==> src/rtl/core_pkg.sv <==
// Shared core definitions: instruction classes, load/store funct3 codes,
// MEM-stage FSM encoding and byte-lane helpers.
package core_pkg;

    localparam logic [1:0] INST_EX  = 2'b00;
    localparam logic [1:0] INST_MEM = 2'b01;
    localparam logic [1:0] INST_WB  = 2'b10;

    localparam logic [2:0] LB  = 3'b000;
    localparam logic [2:0] LH  = 3'b001;
    localparam logic [2:0] LW  = 3'b010;
    localparam logic [2:0] LBU = 3'b100;
    localparam logic [2:0] LHU = 3'b101;
    localparam logic [2:0] SB  = 3'b000;
    localparam logic [2:0] SH  = 3'b001;
    localparam logic [2:0] SW  = 3'b010;

    localparam int unsigned CNT_W = 10;

    typedef enum logic {
        IDLE = 1'b0,
        BUS  = 1'b1
    } state_t;

    // Attributes of the in-flight access needed when the ack returns.
    typedef struct packed {
        logic       we;
        logic [2:0] funct3;
        logic [1:0] addr_lo;
    } access_t;

    // Unsupported sizes (funct3[1:0] == 11) are reported as misaligned.
    function automatic logic is_misaligned(input logic [2:0] funct3, input logic [1:0] addr_lo);
        logic bad;
        case (funct3[1:0])
            2'b00:   bad = 1'b0;
            2'b01:   bad = addr_lo[0];
            2'b10:   bad = (addr_lo != 2'b00);
            default: bad = 1'b1;
        endcase
        return bad;
    endfunction

    function automatic logic [3:0] lane_sel(input logic [2:0] funct3, input logic [1:0] addr_lo);
        logic [3:0] sel;
        case (funct3[1:0])
            2'b00:   sel = 4'b0001 << addr_lo;
            2'b01:   sel = 4'b0011 << addr_lo;
            default: sel = 4'b1111;
        endcase
        return sel;
    endfunction

    function automatic logic [31:0] store_repl(input logic [2:0] funct3, input logic [31:0] sdat);
        logic [31:0] d;
        case (funct3[1:0])
            2'b00:   d = {4{sdat[7:0]}};
            2'b01:   d = {2{sdat[15:0]}};
            default: d = sdat;
        endcase
        return d;
    endfunction

endpackage

==> src/rtl/load_align.sv <==
// Load lane select with sign/zero extension for byte, halfword and word loads.
module load_align
    import core_pkg::*;
(
    input  logic [31:0] data,
    input  logic [1:0]  addr_lo,
    input  logic [2:0]  funct3,
    output logic [31:0] result
);

    logic [7:0]  byte_v;
    logic [15:0] half_v;

    always_comb begin
        byte_v = data[{addr_lo, 3'b000} +: 8];
        half_v = addr_lo[1] ? data[31:16] : data[15:0];
        result = data;
        case (funct3[1:0])
            2'b00:   result = funct3[2] ? {24'b0, byte_v} : {{24{byte_v[7]}}, byte_v};
            2'b01:   result = funct3[2] ? {16'b0, half_v} : {{16{half_v[15]}}, half_v};
            default: result = data;
        endcase
    end

endmodule

==> src/rtl/mem_stage_lsu.sv <==
// Memory-stage load/store unit: captures EX results and runs aligned
// Wishbone-classic loads/stores, publishing MEM_* results for forwarding.
module mem_stage_lsu
    import core_pkg::*;
#(
    parameter int unsigned TIMEOUT = 255,
    parameter int unsigned ADDR_W  = 32
) (
    input  logic              clk,
    input  logic              rst,
    input  logic              in_valid,
    output logic              in_ready,
    input  logic [4:0]        ex_rd,
    input  logic [1:0]        ex_inst,
    input  logic              ex_we,
    input  logic [2:0]        ex_funct3,
    input  logic [31:0]       ex_dat,
    input  logic [31:0]       ex_sdat,
    output logic [4:0]        MEM_rd,
    output logic [1:0]        MEM_inst,
    output logic [31:0]       MEM_dat,
    output logic              mem_ack,
    output logic              mem_err,
    output logic              wb_cyc_o,
    output logic              wb_stb_o,
    output logic              wb_we_o,
    output logic [ADDR_W-1:0] wb_adr_o,
    output logic [3:0]        wb_sel_o,
    output logic [31:0]       wb_dat_o,
    input  logic [31:0]       wb_dat_i,
    input  logic              wb_ack_i
);

    state_t            state_q, state_d;
    logic [CNT_W-1:0]  count_q, count_d;
    access_t           acc_q, acc_d;
    logic [4:0]        mem_rd_d;
    logic [1:0]        mem_inst_d;
    logic [31:0]       mem_dat_d;
    logic              mem_ack_d, mem_err_d;
    logic              cyc_d, stb_d, we_d;
    logic [ADDR_W-1:0] adr_d;
    logic [3:0]        sel_d;
    logic [31:0]       wdat_d;
    logic [31:0]       load_data;

    load_align u_load_align (
        .data    (wb_dat_i),
        .addr_lo (acc_q.addr_lo),
        .funct3  (acc_q.funct3),
        .result  (load_data)
    );

    assign in_ready = (state_q == IDLE);

    // Next-state and registered-output logic.
    always_comb begin
        state_d    = state_q;
        count_d    = count_q;
        acc_d      = acc_q;
        mem_rd_d   = MEM_rd;
        mem_inst_d = MEM_inst;
        mem_dat_d  = MEM_dat;
        mem_ack_d  = mem_ack;
        mem_err_d  = 1'b0;
        cyc_d      = wb_cyc_o;
        stb_d      = wb_stb_o;
        we_d       = wb_we_o;
        adr_d      = wb_adr_o;
        sel_d      = wb_sel_o;
        wdat_d     = wb_dat_o;

        case (state_q)
            IDLE: begin
                if (in_valid) begin
                    mem_rd_d   = ex_rd;
                    mem_inst_d = ex_inst;
                    mem_dat_d  = ex_dat;
                    mem_ack_d  = 1'b0;
                    if (ex_inst == INST_MEM) begin
                        if (is_misaligned(ex_funct3, ex_dat[1:0])) begin
                            mem_dat_d = 32'h0;
                            mem_ack_d = 1'b1;
                            mem_err_d = 1'b1;
                        end else begin
                            state_d = BUS;
                            count_d = '0;
                            acc_d   = '{we: ex_we, funct3: ex_funct3, addr_lo: ex_dat[1:0]};
                            cyc_d   = 1'b1;
                            stb_d   = 1'b1;
                            we_d    = ex_we;
                            adr_d   = ADDR_W'({ex_dat[31:2], 2'b00});
                            sel_d   = lane_sel(ex_funct3, ex_dat[1:0]);
                            wdat_d  = store_repl(ex_funct3, ex_sdat);
                        end
                    end
                end else begin
                    mem_rd_d   = 5'd0;
                    mem_inst_d = INST_EX;
                    mem_ack_d  = 1'b0;
                end
            end
            BUS: begin
                if (wb_ack_i || (count_q == CNT_W'(TIMEOUT - 1))) begin
                    state_d   = IDLE;
                    mem_ack_d = 1'b1;
                    cyc_d     = 1'b0;
                    stb_d     = 1'b0;
                    we_d      = 1'b0;
                    adr_d     = '0;
                    sel_d     = 4'b0;
                    wdat_d    = 32'h0;
                    // Ack wins over a timeout landing on the same edge.
                    if (wb_ack_i) begin
                        if (!acc_q.we) begin
                            mem_dat_d = load_data;
                        end
                    end else begin
                        mem_dat_d = 32'h0;
                        mem_err_d = 1'b1;
                    end
                end else begin
                    count_d = count_q + CNT_W'(1);
                end
            end
            default: state_d = IDLE;
        endcase
    end

    always_ff @(posedge clk) begin
        if (rst) begin
            state_q  <= IDLE;
            count_q  <= '0;
            acc_q    <= '0;
            MEM_rd   <= 5'd0;
            MEM_inst <= 2'b00;
            MEM_dat  <= 32'h0;
            mem_ack  <= 1'b0;
            mem_err  <= 1'b0;
            wb_cyc_o <= 1'b0;
            wb_stb_o <= 1'b0;
            wb_we_o  <= 1'b0;
            wb_adr_o <= '0;
            wb_sel_o <= 4'b0;
            wb_dat_o <= 32'h0;
        end else begin
            state_q  <= state_d;
            count_q  <= count_d;
            acc_q    <= acc_d;
            MEM_rd   <= mem_rd_d;
            MEM_inst <= mem_inst_d;
            MEM_dat  <= mem_dat_d;
            mem_ack  <= mem_ack_d;
            mem_err  <= mem_err_d;
            wb_cyc_o <= cyc_d;
            wb_stb_o <= stb_d;
            wb_we_o  <= we_d;
            wb_adr_o <= adr_d;
            wb_sel_o <= sel_d;
            wb_dat_o <= wdat_d;
        end
    end

endmodule

==> config.mk <==
export PLATFORM = sky130hd
export DESIGN_NAME = mem_stage_lsu
export DESIGN_NICKNAME = d
export VERILOG_FILES = /design/src/rtl/core_pkg.sv /design/src/rtl/load_align.sv /design/src/rtl/mem_stage_lsu.sv
export SDC_FILE = /design/constraint.sdc
export NUM_CORES = 1
export LEC_CHECK = 0
export CORE_ASPECT_RATIO = 0.5
export CORE_MARGIN = 5
export CORE_UTILIZATION = 45
export CTS_BUF_LIST = sky130_fd_sc_hd__clkbuf_4 sky130_fd_sc_hd__clkbuf_8
export DETAILED_ROUTE_END_ITERATION = 10
export GPL_ROUTABILITY_DRIVEN = 0
export GPL_TIMING_DRIVEN = 0
export PLACE_DENSITY = 0.82
export SLEW_MARGIN = 10
export SYNTH_ARGS = -nofsm -noshare
export SYNTH_HDL_FRONTEND = slang
export SYNTH_SLANG_ARGS = --single-unit
==> constraint.sdc <==
create_clock -name clk -period 2.6 [get_ports clk]
set_input_delay 0.52 -clock clk [delete_from_list [all_inputs] [get_ports clk]]
set_output_delay 0.52 -clock clk [all_outputs]
set_load 0.01 [all_outputs]
# Word level (Yosys, flattened, before mapping)
# Index checks and enable logic that the tools add are counted.
op_classes:
  n_addsub: 1
  multipliers: 0
  n_div: 0
  n_lt_le_gt_ge: 0
  n_eq_ne: 11
  shifts: 3
  mux: 60
  bitwise_logic: 2
  n_reduce_logical: 8
ops:
  columns: ["operator", "n"]
  rows:
  - ["two-way mux 32 bit", 15]
  - ["one-hot mux 32 bit (2 select lines)", 5]
  - ["two-way mux 10 bit", 4]
  - ["indexed part select 32 x 6 -> 8 bit", 1]
  - ["two-way mux 1 bit", 20]
  - ["one-hot mux 10 bit (2 select lines)", 1]
  - ["two-way mux 16 bit", 1]
  - ["two-way mux 4 bit", 4]
  - ["one-hot mux 4 bit (2 select lines)", 2]
  - ["AND reduction 4 bit", 3]
  - ["adder 10 x 1 -> 10 bit, second input constant", 1]
  - ["equality test 10 x 8 -> 1 bit, second input constant", 1]
  - ["one-hot mux 1 bit (2 select lines)", 5]
  - ["equality test 2 x 1 -> 1 bit, second input constant", 3]
  - ["!= test 2 bit, second input constant", 3]
  - ["two-way mux 5 bit", 1]
  - ["zero test 2 bit", 2]
  - ["!= test 2 x 1 -> 1 bit, second input constant", 2]
  - ["<< shifter 1 x 2 -> 4 bit, first input constant", 1]
  - ["<< shifter 2 x 2 -> 4 bit, first input constant", 1]
  - ["!= test 3 bit, second input constant", 1]
  - ["one-hot mux 1 bit (3 select lines)", 1]
  - ["AND reduction 3 bit", 1]
  - ["equality test 2 bit, second input constant", 1]
  - ["4 further kinds", 5]
word_totals:
  ff_bits: 128
  latchBits: 0
  ramBits: 0
  romBits: 0
  inputBits: 111
  mem_count: 0

# Longest topological paths before layout
# Gate-level depths: netlist (run 1).
logic_depth:
  word_depth: 9
  depth_mapped: 10

# By module
# A second synthesis (run 1) with hierarchy kept.
hier_totals:
  cells_unflattened: 781
  hier_area_um2: 6438.7
by_module_without_submodules:
  columns: ["mod", "n_inst", "cells_each", "area_per_inst_um2", "seq_area_each_um2"]
  rows:
  - ["mem_stage_lsu", 1, 659, 5744.3, 2522.4]
  - ["load_align", 1, 122, 694.4, 0.0]

# Worst setup path after synthesis (run 1)
# OpenSTA, ideal clock, no wires.
synth_timing:
  kind: "input to register"
  from: "input port ex_dat[0]"
  to: "register wb_dat_o[10]"
  setup_ns: 0.124
  arrival_time_ns: 1.862
  required_time_ns: 2.476
  slack_ns: 0.614
  cell_stages: 9
  cell_sequence: "buf_2 or3_4 a21oi_2 or2_1 nor2b_1 buf_6 buf_6 buf_6 o2bb2ai_1"
synth_via:
  elab_chain_len: 7
synth_rtl:
  columns: ["item", "line", "source"]
  rows:
  - ["start: declaration", "mem_stage_lsu.sv:17", "input logic [31:0] ex_dat,"]
  - ["nonzero test 2 bit", "core_pkg.sv:38", "2'b10: bad = (addr_lo != 2'b00);"]
  - ["one-hot mux 1 bit (3 select lines) (*)", "core_pkg.sv:35", "case (funct3[1:0])"]
  - ["two-way mux 1 bit (*)", "mem_stage_lsu.sv:80", "if (ex_inst == INST_MEM) begin"]
  - ["two-way mux 1 bit (*)", "mem_stage_lsu.sv:75", "if (in_valid) begin"]
  - ["two-way mux 1 bit (*)", "mem_stage_lsu.sv:73", "case (state_q)"]
  - ["!= test 2 bit (no source line) (*)", null, null]
  - ["AND reduction 4 bit (no source line) (*)", null, null]
  - ["end signal: assignment", "mem_stage_lsu.sv:160", "wb_dat_o <= wdat_d;"]
  - ["end: declaration", "mem_stage_lsu.sv:29", "output logic [31:0] wb_dat_o,"]
# Mark *: on every way between the ends. The rest lies on a longest branch, timed or not. The select of a mux whose other input is x is not followed.
# A chain may end at the register's enable or synchronous reset.

# Worst setup path after layout (run 1)
layout_timing:
  from: "register state_q"
  to: "output port in_ready"
layout_via:
  elab_chain_len: 1
layout_rtl:
  columns: ["item", "line", "source"]
  rows:
  - ["start: declaration", "mem_stage_lsu.sv:34", "state_t state_q, state_d;"]
  - ["start signal: assignment", "mem_stage_lsu.sv:147", "state_q <= state_d;"]
  - ["NOT 1 bit", null, null]
  - ["end: declaration", "mem_stage_lsu.sv:12", "output logic in_ready,"]
# Every way passes these cells.

==> results of run 1 <==
[how the worst max path moves through the flow]
stage,cells after the start,end,start,slack (ns)
final,3,in_ready,state_q,0.05
after floorplan,9,wb_dat_o[10],ex_dat[0],0.61
after global routing,3,in_ready,state_q,0.01
after CTS,3,in_ready,state_q,0.11
after detailed placement,7,MEM_dat[19],in_valid,-0.25
after global placement,7,MEM_dat[15],in_valid,-0.24
[power groups by stage]
stage	sequential, mW	combinational (mW)	clock (mW)
floorplan	2.12	0.305	0
global placement	2.08	0.755	0
detailed placement	2.09	0.764	0
CTS	2.04	0.770	2.14
global route	2.05	0.840	2.24
finish	2.04	0.782	2.14
[cells by family after synthesis]
group / share of synthesized area [%]
adders and majority gates: 0.4237
buffers and inverters: 6.208
muxes: 4.936
DFF: 42.71
AOI/OAI and AO/OA: 24.83
other: 0.06350
xor gates and xnor gates: 1.335
and+or+nand+nor: 19.49
[state kept, by name, summed over array words and instances, names as in the netlist, 2 cells and up]
| register | cells |
|---|---|
| MEM_dat | 32 |
| count_q | 10 |
| wb_sel_o | 4 |
| wb_adr_o | 30 |
| MEM_inst | 2 |
| acc_q | 6 |
| wb_dat_o | 32 |
| MEM_rd | 5 |
[worst max-delay path: cells and delay by family, from the launching register on]
kind,cells,cell delay (ns)
buf+inv,3,1.20
flops,1,0.36
[through the flow]
stage,total power [mW],hold WS [ns]
global route,5.137,0.3131
CTS,4.956,0.3006
global placement,2.839,0.4462
floorplan,2.421,0.4675
finish,4.967,0.3240
detailed placement,2.852,0.4504
[Yosys cell counts (6+ instances only)]
cell	n	area, µm²
nor2b_1	19	118.9
xor2_1	6	52.55
clkbuf_1	25	93.84
inv_1	9	33.78
o2bb2ai_1	11	96.34
nand2b_1	6	37.54
nor3_1	40	200.2
and3_1	18	112.6
dfxtp_1	126	2522
a31oi_1	8	50.05
nand2_1	37	138.9
o32ai_1	6	52.55
mux2i_1	19	190.2
a22o_1	54	473.0
a21oi_1	20	100.1
mux2_2	9	101.4
a222oi_1	6	60.06
nor2_1	68	255.2
a221oi_1	7	61.31
and2_1	6	37.54
nand3_1	9	45.04
buf_2	17	85.08
o21ai_0	23	115.1
a2111oi_0	17	148.9
buf_6	9	101.4
a22oi_1	12	90.09
[area by class of cell]
| class | count | area [µm²] | share of cell area, % |
|---|---|---|---|
| Multi-Input combinational cell | 456 | 3038 | 34.51 |
| Sequential cell | 126 | 2522 | 28.66 |
| Timing Repair Buffer | 217 | 2172 | 24.68 |
| Buffer | 58 | 325.3 | 3.696 |
| Clock buffer | 22 | 284.0 | 3.227 |
| Tap cell | 170 | 212.7 | 2.416 |
| Clock inverter | 10 | 209.0 | 2.374 |
| Inverter | 10 | 38.79 | 0.4407 |
[metal layers]
| metal | GRT usage (%) | vias up |
|---|---|---|
| met5 | 0 | - |
| met2 | 43.51 | 331 |
| li1 | - | 2899 |
| met1 | 35.74 | 3061 |
| met4 | 10.33 | 0 |
| met3 | 6.030 | 53 |
[cells in the final DEF (no fill, tap or decap), types with 3 or more instances in the layout]
master | netlist | routed
o2111ai_1 | 3 | 3
a222oi_1 | 6 | 6
a21oi_1 | 20 | 20
dfxtp_1 | 126 | 126
clkdlybuf4s50_1 | 0 | 217
buf_4 | 5 | 5
a221oi_1 | 7 | 7
nor2_1 | 68 | 68
a31oi_1 | 8 | 8
o21ai_0 | 23 | 23
inv_1 | 9 | 9
xor2_1 | 6 | 6
buf_6 | 9 | 9
clkbuf_4 | 0 | 3
a2111oi_1 | 0 | 4
nor3_1 | 40 | 40
nor2b_1 | 19 | 19
o2bb2ai_1 | 11 | 11
nand3b_1 | 4 | 4
o31ai_1 | 3 | 3
buf_2 | 17 | 17
a211oi_1 | 3 | 3
a22o_1 | 54 | 54
mux2_2 | 9 | 9
and2_1 | 6 | 6
o32ai_1 | 6 | 6
clkbuf_8 | 0 | 19
a22oi_1 | 12 | 12
nand2b_1 | 6 | 6
clkbuf_1 | 25 | 25
and3_1 | 18 | 18
bufinv_16 | 0 | 6
a2111oi_0 | 17 | 12
nand3_1 | 9 | 9
nor4_1 | 3 | 3
mux2i_1 | 19 | 19
nand2_1 | 37 | 37
xnor2_1 | 3 | 3
[timing repair]
action                     CTS  global route
gates resized for setup      1             7
setup endpoints to repair    1            10
hold endpoints to repair     0             0
==> impl_metrics.py, run 1 <==
metrics = {
    "critical_path": {
        "arrival_ns": 2.03,
        "crit_type": "flop to output pin",
        "rrSetupSlack_ns": 0.14,
        "worstReg2RegStart": "state_q",
        "slowest_delay_ns": 0.54,
        "path_cells": "buf_2 > clkinv_2 > clkdlybuf4s50_1",
        "critPathSlowestCell": "clkdlybuf4s50_1",
        "startpoint_type": "flop",
        "required_ns": 2.08,
        "end_kind": "output pin",
        "r2r-end": "MEM_dat[23]",
        "cp_max_fo": 19,
        "reg2reg_depth": 7,
    },
    "timing": {
        "max_freq_mhz": 392.9,
        "finalSetupViolations": 0,
        "layout_setup_ws_ns": 0.05471,
        "fin_crit_ns": 2.545,
        "slew_headroom_pct": 29.64,
        "slew_viol_final": 0,
        "finalHoldViolCount": 0,
        "finalClockSkew_ns": 0.008098,
        "setup-tns-final_ns": 0,
        "tightest_slew_ns": 1.049,
        "rsz0062_at_grt": "false",
        "post-route-period-util_pct": 97.90,
    },
    "clock_tree": {
        "cts_buffers": 17,
        "postCtsHoldBufs": 0,
        "post-cts-setup-buffer-count": 0,
        "insertion_delay_ns": 0.45,
        "clock_tree.buffer_depth": 2,
        "cts_root_buf": "clkbuf_8",
        "cts_tree": "done",
        "clock-sinks": 126,
        "htree_levels": 4,
        "clk_pin_slew_ns": 0.08,
    },
    "layout": {
        "nets": 999,
        "synthToLayoutAreaGrowth_pct": 49.05,
        "stdcell_count": 1069,
        "final_util_pct": 68.92,
        "fill_cells": 1013,
        "diodes": 0,
        "final_area_um2": 8802,
        "drive_above_1_share_pct": 9.232,
    },
    "pwr": {
        "power_frac_seq_pct": 41.2,
        "worst_ir_drop_vdd_uv": 335.6,
        "p_per_area_nw_per_um2": 564.3,
        "switchingPower_mw": 1.232,
        "swShare_pct": 24.80,
        "leakagePower_nw": 3.326,
        "p_clk_share_pct": 43.1,
        "combPwrFrac_pct": 15.7,
        "intPower_mw": 3.735,
    },
    "routing": {
        "drtAntennaViolNets": 0,
        "first_pass_iters": 5,
        "route.met2.wl_um": 9874,
        "vias": 6344,
        "top_layer": "met4",
        "drc_errors": 0,
        "wire_per_inst_um": 19.95,
        "m1WireLength_um": 8861,
        "viasPerCell": 5.935,
        "drt-total-wl_um": 21330,
        "drt_iter0_markers": 604,
        "wl_met3_um": 2002,
    },
    "placement": {
        "placedInstanceArea_um2": 8294,
        "dp_hpwl_um": 15950,
        "dp_slack_ns": -0.2471,
        "dp.cells": 1038,
        "port_buffers": 217,
    },
    "global_routing": {
        "track_usage_pct": 27.08,
        "overflow": 0,
        "grt_pass1_vias": 6305,
        "antenna_found_initial": 0,
        "grt_start_max_net_pins": 20,
        "grt_pass1_wl_um": 33700,
    },
    "synth": {
        "yosysUniqueCellTypes": 63,
        "ys_seq_elements": 126,
        "ys_seq_area_share_pct": 42.71,
        "syn_area_um2": 5906,
        "ys_warn_count": 0,
        "syn_area_per_cell_um2": 9.086,
        "synthFlopType": "dfxtp_1",
        "async_reset_ff_share_pct": 0,
        "syn_inst": 650,
        "synth-edff-count": 0,
    },
    "min_path": {
        "hold_end": "wb_sel_o[1]",
        "min_from": "ex_dat[1]",
        "worstHoldPathCells": 2,
        "hold_class": "input port to flop",
    },
    "floorplan": {
        "ioPinCount": 224,
        "die_w_um": 172.0,
        "rows": 29,
        "start_util_pct": 46.24,
        "die_h_um": 91.01,
        "coreArea_um2": 12770,
        "fp.dieArea_um2": 15650,
    },
    "status": {
        "status": "completed",
    },
    "run": {
        "cap_violations": 0,
    },
}
(Power assumes the default switching activity.)
==> run 2: changes to the inputs <==
CORE_ASPECT_RATIO = unset   (was 0.5)
CORE_UTILIZATION = 41   (was 45)
PLACE_DENSITY = 0.78   (was 0.82)
clock period = 2.1 ns   (was 2.6 ns; I/O delays follow)
==> run 2 against run 1 <==
Effect of this change:
- clock power up 6%
- register-to-register slack got worse by 0.05 ns
- non-clock buffer count up 17
- die area increased by 8.0%
- first-iteration DRC count fell by 5.3%
- clock skew up 0.0099 ns
- core utilization down 3.1 points
- critical endpoint is now MEM_dat[28]
==> impl_metrics.py, run 2 (synthesis results as in run 1) <==
metrics = {
    "floorplan": {
        "ioPinCount": 224,
        "start_util_pct": 42.22,
        "die_w_um": 130.0,
        "fp.dieArea_um2": 16900,
        "die_h_um": 130.0,
        "coreArea_um2": 13990,
        "rows": 43,
    },
    "timing": {
        "layout_setup_ws_ns": 0.05273,
        "finalHoldViolCount": 0,
        "post-route-period-util_pct": 97.49,
        "rsz0062_at_grt": "true",
        "slew_viol_final": 0,
        "timing.hold.ws_ns": 0.2051,
        "slew_headroom_pct": 48.80,
        "finalSetupViolations": 0,
        "max_freq_mhz": 488.5,
        "finalClockSkew_ns": 0.01803,
        "fin_crit_ns": 2.047,
        "tightest_slew_ns": 0.7664,
    },
    "clock_tree": {
        "postCtsHoldBufs": 0,
        "clk_pin_slew_ns": 0.08,
        "insertion_delay_ns": 0.46,
        "cts_buffers": 17,
        "cts_root_buf": "clkbuf_8",
        "clock-sinks": 126,
        "cts_tree": "done",
        "clock_tree.buffer_depth": 2,
        "htree_levels": 4,
    },
    "run": {
        "cap_violations": 0,
    },
    "placement": {
        "dp_hpwl_um": 16130,
        "port_buffers": 217,
        "dp_slack_ns": -0.6557,
    },
    "critical_path": {
        "arrival_ns": 2.36,
        "required_ns": 2.41,
        "worstReg2RegStart": "acc_q[0]",
        "r2r-end": "MEM_dat[28]",
        "startpoint_type": "input port",
        "rrSetupSlack_ns": 0.09,
        "cp_max_fo": 10,
        "reg2reg_depth": 7,
        "crit_type": "input port to flop",
        "end_kind": "flop",
    },
    "routing": {
        "first_pass_iters": 5,
        "drt-total-wl_um": 22360,
        "drt_iter0_markers": 572,
        "vias": 6283,
        "wire_per_inst_um": 20.39,
        "drtAntennaViolNets": 0,
        "drc_errors": 0,
        "viasPerCell": 5.727,
    },
    "pwr": {
        "leakagePower_nw": 3.499,
        "worst_ir_drop_vdd_uv": 400.0,
        "p_per_area_nw_per_um2": 635.1,
    },
    "global_routing": {
        "grt_start_max_net_pins": 17,
        "grt_pass1_vias": 6144,
        "grt_pass1_wl_um": 33200,
        "antenna_found_initial": 0,
        "track_usage_pct": 25.36,
        "overflow": 0,
    },
    "layout": {
        "reg_top3": "MEM_dat x32, wb_dat_o x32, wb_adr_o x30",
        "mostFrequentLayoutCell": "clkdlybuf4s50_1",
        "diodes": 0,
        "synthToLayoutAreaGrowth_pct": 55.95,
        "drive_above_1_share_pct": 15.70,
        "final_util_pct": 65.84,
        "nets": 1017,
        "layout_common_cells": "clkdlybuf4s50_1 (215), dfxtp_1 (123), nor2_1 (68)",
    },
    "status": {
        "status": "completed",
    },
    "min_path": {
        "hold_class": "input port to flop",
        "min_from": "ex_dat[1]",
        "worstHoldPathCells": 2,
        "hold_end": "wb_sel_o[1]",
    },
}
-- run 2: cell types whose count changed in the layout (fill, tap and decap cells not counted), moves of 4 or more --
cell       change
buf_4         +21
a2111oi_2     +12
a2111oi_0     -11
clkbuf_1       -7
buf_2          -6
a221oi_1       -4
a221oi_2       +4
-- run 2: area by class of cell --
cell class	instances	area, µm²
fill	1161	4778
multi-input combinational	457	3287
sequential	126	2531
timing repair buffer	235	2337
buffer	57	370.4
clock buffer	21	276.5
tap	180	225.2
clock inverter	11	140.1
inverter	10	42.54
-- run 2: metrics by stage --
stage / instances / TNS, ns / power, mW / instance area, µm²
after global routing: 1097 / -0.06094 / 6.051 / 9210
after detailed placement: 1048 / -51.34 / 3.541 / 8307
final: 1097 / 0 / 5.849 / 9210
after floorplan: 651 / 0 / 2.997 / 5909
after global placement: 1048 / -47.40 / 3.531 / 8307
after CTS: 1090 / -0.009329 / 5.819 / 8944
-- run 2: power by group --
group	switching [mW]	leakage, nW	internal, mW
clock	1.01	0.216	1.26
sequential	0.0515	1.03	2.48
combinational	0.498	2.25	0.562
-- run 2: per-layer routing --
metal / track usage, % / wire length [µm]
met5: 0 / 0
met2: 41.22 / 10450
met4: 7.946 / 529
met3: 7.777 / 2354
met1: 32.41 / 9027
-- run 2: worst max-delay path by stage --
| stage | cells after the start | startpoint | slack [ns] | end |
|---|---|---|---|---|
| detailed placement | 7 | in_valid | -0.66 | MEM_dat[16] |
| global route | 8 | wb_dat_i[31] | -0.02 | MEM_dat[28] |
| finish | 8 | wb_dat_i[31] | 0.05 | MEM_dat[28] |
| floorplan | 9 | count_q[1] | 0.16 | wb_dat_o[10] |
| CTS | 9 | count_q[0] | -0.005 | MEM_dat[22] |
| global placement | 7 | in_valid | -0.62 | MEM_dat[16] |
-- run 2: worst max-delay path, stage by stage --
cell and delay, ns:
clkdlybuf4s50_1 0.50, mux2_2 0.33, a22oi_4 0.23, a2111oi_4 0.09, buf_4 0.18, buf_6 0.16
a2111oi_2 0.36, nor3_1 0.09
-- run 2: repair_timing --
item                                    in CTS  in global routing
gates cloned                                 1                  1
pin swaps                                    3                  8
endpoints found under the hold margin        0                  0
setup buffers                               10                  7
resized for setup                           47                 59
endpoints found under the setup margin      91                 92
